<file path="config.mk">
export PLATFORM = sky130hd
export DESIGN_NAME = hazard_ctrl_gen2
export DESIGN_NICKNAME = d
export VERILOG_FILES = /design/src/rtl/hazard_pkg.sv /design/src/rtl/hazard_perf_cnt.sv /design/src/rtl/hazard_ctrl_gen2.sv
export SDC_FILE = /design/constraint.sdc
export NUM_CORES = 1
export LEC_CHECK = 0
export CAP_MARGIN = 20
export CORE_MARGIN = 2
export CORE_UTILIZATION = 55
export DETAILED_ROUTE_END_ITERATION = 10
export PLACE_DENSITY = 0.94
export SLEW_MARGIN = 20
export SYNTH_ARGS = -nofsm -noshare
export SYNTH_HDL_FRONTEND = slang
export SYNTH_SLANG_ARGS = --single-unit
</file>
<file path="constraint.sdc">
create_clock -name clk -period 9.2 [get_ports clk]
set_input_delay 1.84 -clock clk [delete_from_list [all_inputs] [get_ports clk]]
set_output_delay 1.84 -clock clk [all_outputs]
set_load 0.005 [all_outputs]
</file>
<file path="src/rtl/hazard_pkg.sv">
// Shared types and constants for the second-generation hazard controller.
package hazard_pkg;

  typedef enum logic {
    FETCH  = 1'b0,
    SQUASH = 1'b1
  } fetch_state_t;

  localparam int PERF_IMEM       = 0;
  localparam int PERF_DMEM       = 1;
  localparam int PERF_LOAD_USE   = 2;
  localparam int PERF_MISPREDICT = 3;
  localparam int PERF_MDU        = 4;
  localparam int NUM_PERF        = 5;

endpackage

</file>
<file path="src/rtl/hazard_perf_cnt.sv">
// Bank of saturating stall-cause counters; a clear beats any same-cycle increment.
module hazard_perf_cnt
  import hazard_pkg::*;
#(
  parameter int CNT_W = 32
) (
  input  logic                      clk,
  input  logic                      rst,
  input  logic                      clr,
  input  logic [NUM_PERF-1:0]       inc,
  output logic [NUM_PERF*CNT_W-1:0] cnt
);

  localparam logic [CNT_W-1:0] ONE = {{(CNT_W-1){1'b0}}, 1'b1};

  logic [CNT_W-1:0] cnt_q [NUM_PERF];

  always_ff @(posedge clk or posedge rst) begin
    if (rst) begin
      for (int i = 0; i < NUM_PERF; i++) cnt_q[i] <= '0;
    end else if (clr) begin
      for (int i = 0; i < NUM_PERF; i++) cnt_q[i] <= '0;
    end else begin
      for (int i = 0; i < NUM_PERF; i++) begin
        if (inc[i] && (cnt_q[i] != '1)) cnt_q[i] <= cnt_q[i] + ONE;
      end
    end
  end

  always_comb begin
    cnt = '0;
    for (int i = 0; i < NUM_PERF; i++) cnt[i*CNT_W +: CNT_W] = cnt_q[i];
  end

endmodule

</file>
<file path="src/rtl/hazard_ctrl_gen2.sv">
// Pipeline hazard controller for the 5-stage rv32i core: stalls, load-use
// bubbles, redirect flushes, stale-fetch squashing and stall-cause counters.
module hazard_ctrl_gen2
  import hazard_pkg::*;
#(
  parameter int REG_W            = 5,
  parameter int LOAD_USE_BUBBLES = 1,
  parameter int MDU_EN           = 1,
  parameter int CNT_W            = 32
) (
  input  logic                      clk,
  input  logic                      rst,
  input  logic                      imem_resp,
  input  logic                      dmem_req,
  input  logic                      dmem_resp,
  input  logic [REG_W-1:0]          rs1_id,
  input  logic [REG_W-1:0]          rs2_id,
  input  logic                      rs1_used_id,
  input  logic                      rs2_used_id,
  input  logic                      ex_is_load,
  input  logic [REG_W-1:0]          rd_ex,
  input  logic                      mispredict_ex,
  input  logic                      mdu_busy,
  input  logic                      perf_clr,
  output logic                      pc_en,
  output logic                      ifid_en,
  output logic                      idex_en,
  output logic                      exmem_en,
  output logic                      memwb_en,
  output logic                      ifid_flush,
  output logic                      idex_flush,
  output logic                      predict_en,
  output logic                      fetch_squash,
  output logic [NUM_PERF*CNT_W-1:0] perf_cnt
);

  localparam logic [1:0] BUB_RELOAD = 2'(LOAD_USE_BUBBLES - 1);

  fetch_state_t      state;
  logic [1:0]        bub_cnt;
  logic              mem_ok, ex_ok, back_adv, fetch_ok;
  logic              lu_hit, lu_active;
  logic [NUM_PERF-1:0] perf_inc;

  assign mem_ok    = ~dmem_req | dmem_resp;
  assign ex_ok     = ~((MDU_EN != 0) & mdu_busy);
  assign back_adv  = mem_ok & ex_ok;
  assign fetch_ok  = imem_resp & (state == FETCH);
  assign lu_hit    = ex_is_load & (rd_ex != '0) &
                     ((rs1_used_id & (rd_ex == rs1_id)) | (rs2_used_id & (rd_ex == rs2_id)));
  assign lu_active = back_adv & (lu_hit | (bub_cnt != 2'd0));

  // Redirect outranks load-use, which outranks normal fetch.
  always_comb begin
    pc_en      = 1'b0;
    ifid_en    = 1'b0;
    idex_en    = 1'b0;
    exmem_en   = 1'b0;
    memwb_en   = 1'b0;
    ifid_flush = 1'b0;
    idex_flush = 1'b0;
    if (!rst && back_adv) begin
      idex_en  = 1'b1;
      exmem_en = 1'b1;
      memwb_en = 1'b1;
      if (mispredict_ex) begin
        pc_en      = 1'b1;
        ifid_en    = 1'b1;
        ifid_flush = 1'b1;
        idex_flush = 1'b1;
      end else if (lu_active) begin
        idex_flush = 1'b1;
      end else begin
        ifid_en    = 1'b1;
        pc_en      = fetch_ok;
        ifid_flush = ~fetch_ok;
      end
    end
  end

  assign predict_en   = ifid_en | idex_en;
  assign fetch_squash = (state == SQUASH);

  // A redirect seen while already squashing keeps discarding responses.
  always_ff @(posedge clk or posedge rst) begin
    if (rst) begin
      state   <= FETCH;
      bub_cnt <= 2'd0;
    end else begin
      if (back_adv) begin
        if (mispredict_ex)
          bub_cnt <= 2'd0;
        else if (lu_active)
          bub_cnt <= (lu_hit && (bub_cnt == 2'd0)) ? BUB_RELOAD : bub_cnt - 2'd1;
      end
      case (state)
        FETCH:  if (back_adv && mispredict_ex && !imem_resp) state <= SQUASH;
        SQUASH: if (imem_resp && !(back_adv && mispredict_ex)) state <= FETCH;
        default: state <= FETCH;
      endcase
    end
  end

  always_comb begin
    perf_inc                  = '0;
    perf_inc[PERF_IMEM]       = back_adv & ~fetch_ok & ~mispredict_ex & ~lu_active;
    perf_inc[PERF_DMEM]       = ~mem_ok;
    perf_inc[PERF_LOAD_USE]   = lu_active & ~mispredict_ex;
    perf_inc[PERF_MISPREDICT] = back_adv & mispredict_ex;
    perf_inc[PERF_MDU]        = mem_ok & ~ex_ok;
  end

  hazard_perf_cnt #(
    .CNT_W(CNT_W)
  ) u_perf_cnt (
    .clk(clk),
    .rst(rst),
    .clr(perf_clr),
    .inc(perf_inc),
    .cnt(perf_cnt)
  );

endmodule
</file>
==> flow_metrics.tcl <==
set metrics [dict create \
    grt_max_degree 93 \
    critPathKind "in -> out" \
    fin_crit_ps 6498 \
    dp_hpwl_um 16670 \
    dr.pass1.iters 9 \
    fin_skew_ps 13.99 \
    synth_top_cell_area_share 0.4414 \
    cp-start-kind "input pin" \
    antenna_found_initial 0 \
    relSlewSlack 0.3121 \
    path_clk_slew_ps 60 \
    wl_per_cell_um 17.07 \
    ys.flop_type "dfrtp_1" \
    reg2reg_depth 7 \
    areaGrowthSynthToFinish_pct 28.45 \
    hold_class "reg -> reg" \
    worstSetupEndpointType "output pin" \
    hold_viol_final 0 \
    drc_errors 0 \
    cts_buffers 17 \
    drive_above_1_share 0.06478 \
    synth_warnings 0 \
    pin_count 195 \
    netlist_top_cells_area "dfrtp_1 (44%), xnor2_1 (5.1%), nor2_1 (5.0%), a21oi_1 (3.9%), nand4_1 (3.7%)" \
    rsz0062_at_grt "false" \
    cts_tree "yes" \
    power.density_mw_per_mm2 127.0 \
    dieHeight_um 133.6 \
    start_util 0.5592 \
    yosys.area.top_type "dfrtp_1" \
    postSynth.asyncResetShare 1.000 \
    wirelength_um 24310 \
    fin_nets 1223 \
    netlist_instances 1023 \
    rrSetupSlack_ps 6120 \
    final_cell_mix "clkdlybuf4s50_1 (193), dfrtp_1 (163), nor2_1 (123), a21oi_1 (72), nand2_1 (69)" \
    die_w_um 133.6 \
    htree_levels 4 \
    avgSynthCellArea_um2 9.032 \
    clk_path_buf_depth 2 \
    dp_slack_ps 2699 \
    min-delay-start "fetch_squash$_DFF_PP0_" \
    drv_slew 0 \
    cts.repair.resized 0 \
    rows 47 \
    worstMarginPinSlew_ps 1024 \
    gr-total-overflow 0 \
    r2r-end "u_perf_cnt.cnt[123]$_DFFE_PP0P_" \
    detailed_place.area_mm2 0.01126 \
    p_total_mw 1.508 \
    synth_edf_count 0 \
    status "completed" \
    synth_cell_types 60 \
    dr_total_vias 8657 \
    tns_ps 0 \
    grt_usage 0.2714 \
    cp.required_ps 7360 \
    core-area_mm2 0.01652 \
    reg2reg_from "u_perf_cnt.cnt[96]$_DFFE_PP0P_" \
    post_cts_buffers 0 \
    first_global_vias 8079 \
    numClockSinks 163 \
    whs_path_depth 2 \
    cp_max_fo 46 \
    cts_hold_buffers 0 \
    insertion_delay_ps 430 \
    final-setup-viol-count 0 \
    drv_cap 0 \
    power_leakage_nw 4.411 \
    routabilityCongestion 0.8599 \
    ant_nets 0 \
    syn_nets 1054 \
    arrival_ps 4660 \
    hold_end "fetch_squash$_DFF_PP0_" \
    period_share 0.7063 \
    ir_drop_uv 128.9 \
    die-area_mm2 0.01785 \
    synth_area_mm2 0.009240 \
    worst_slack_ps 2702 \
    clock_tree.root_cell "clkbuf_16" \
    fmax_ghz 0.1539 \
    drt_iter0_markers 820 \
    antennaDiodeCount 0 \
    synth_seq_cells 163 \
    port_buffers 194 \
    final_common_cell "clkdlybuf4s50_1" \
    grt_pass1_wl_um 39750 \
    ys_seq_area_frac 0.4414 \
    via_per_inst 6.079 \
    stdcell_area_mm2 0.01187 \
]
[power breakdown]
part | internal, mW | total [mW] | leakage, nW | switching (mW)
clock | 0.412 | 0.708 | 0.269 | 0.296
combinational | 0.0283 | 0.0767 | 1.87 | 0.0484
sequential | 0.719 | 0.723 | 2.27 | 0.00362
total | 1.16 | 1.51 | 4.41 | 0.348
[cells in the mapped netlist (28+ instances only)]
| cell type | count |
|---|---|
| dfrtp_1 | 163 |
| nor2_1 | 123 |
| a21oi_1 | 72 |
| nand2_1 | 69 |
| nand3_1 | 65 |
| nand4_1 | 54 |
| xnor2_1 | 54 |
| nor3_1 | 36 |
| or4_1 | 34 |
| o31ai_1 | 31 |
| clkbuf_1 | 30 |
| o21ai_0 | 30 |
| or3_1 | 29 |
| xor2_1 | 28 |
[layout make-up]
type                            instances  area [um2]
Fill cell                            1193        4656
Multi-Input combinational cell        792        4861
Timing Repair Buffer                  201        1999
Tap cell                              220       275.3
Clock inverter                         12       132.6
Sequential cell                       163        4079
Clock buffer                           19       452.9
Inverter                               17       68.82
[critical path, stage by stage]
cell	delay [ps]
clkdlybuf4s50_1	490
or4_1	570
o21ai_2	260
nor2_1	100
a21oi_2	140
buf_4	370
nand2_1	160
a21oi_1	170
clkdlybuf4s50_1	530
[state kept, by name, indices dropped and copies added, names as in the netlist]
signal / count
fetch_squash: 1
bub_cnt: 2
u_perf_cnt.cnt: 160
[routing by layer]
| layer | routed length (um) | share of wire | GRT usage |
|---|---|---|---|
| met1 | 10120 | 0.42 | 0.3593 |
| met2 | 11840 | 0.49 | 0.4422 |
| met3 | 1998 | 0.082 | 0.07116 |
| met4 | 357 | 0.015 | 0.07979 |
| met5 | 0 | 0 | 0 |
[worst max path at each step]
stage | from | end | slack, ps | cells past startpoint
6_report | rd_ex[2] | ifid_flush | 2700 | 9
5_1_grt | rd_ex[2] | ifid_flush | 2530 | 9
4_1_cts | rd_ex[2] | ifid_flush | 2700 | 9
3_5_place_dp | rd_ex[2] | ifid_flush | 2700 | 9
3_3_place_gp | rd_ex[2] | ifid_flush | 2820 | 9
2_1_floorplan | rst | bub_cnt[0]$_DFFE_PP0P_ | 2960 | 1
[cells by family (layout without fill, tap and decap cells)]
group	Yosys count	count (layout)	share of synthesized area
AOI/OAI and AO/OA	165	165	0.1083
xor gates and xnor gates	82	82	0.07773
adders and majority gates	5	5	0.006770
buffers and inverters	68	249	0.03290
DFF	163	163	0.4414
muxes	13	13	0.01611
and+or+nand+nor	527	527	0.3167
[per-stage QoR]
stage / util / cells / hold WS, ps
after CTS: 0.7169 / 1422 / 566.1
after global routing: 0.7183 / 1424 / 585.2
after global placement: 0.6815 / 1391 / 518.3
after floorplan: - / 1023 / 515.7
after detailed placement: 0.6815 / 1391 / 548.8
final: 0.7183 / 1424 / 555.6
Note: power is estimated with default switching activity, not from simulation.
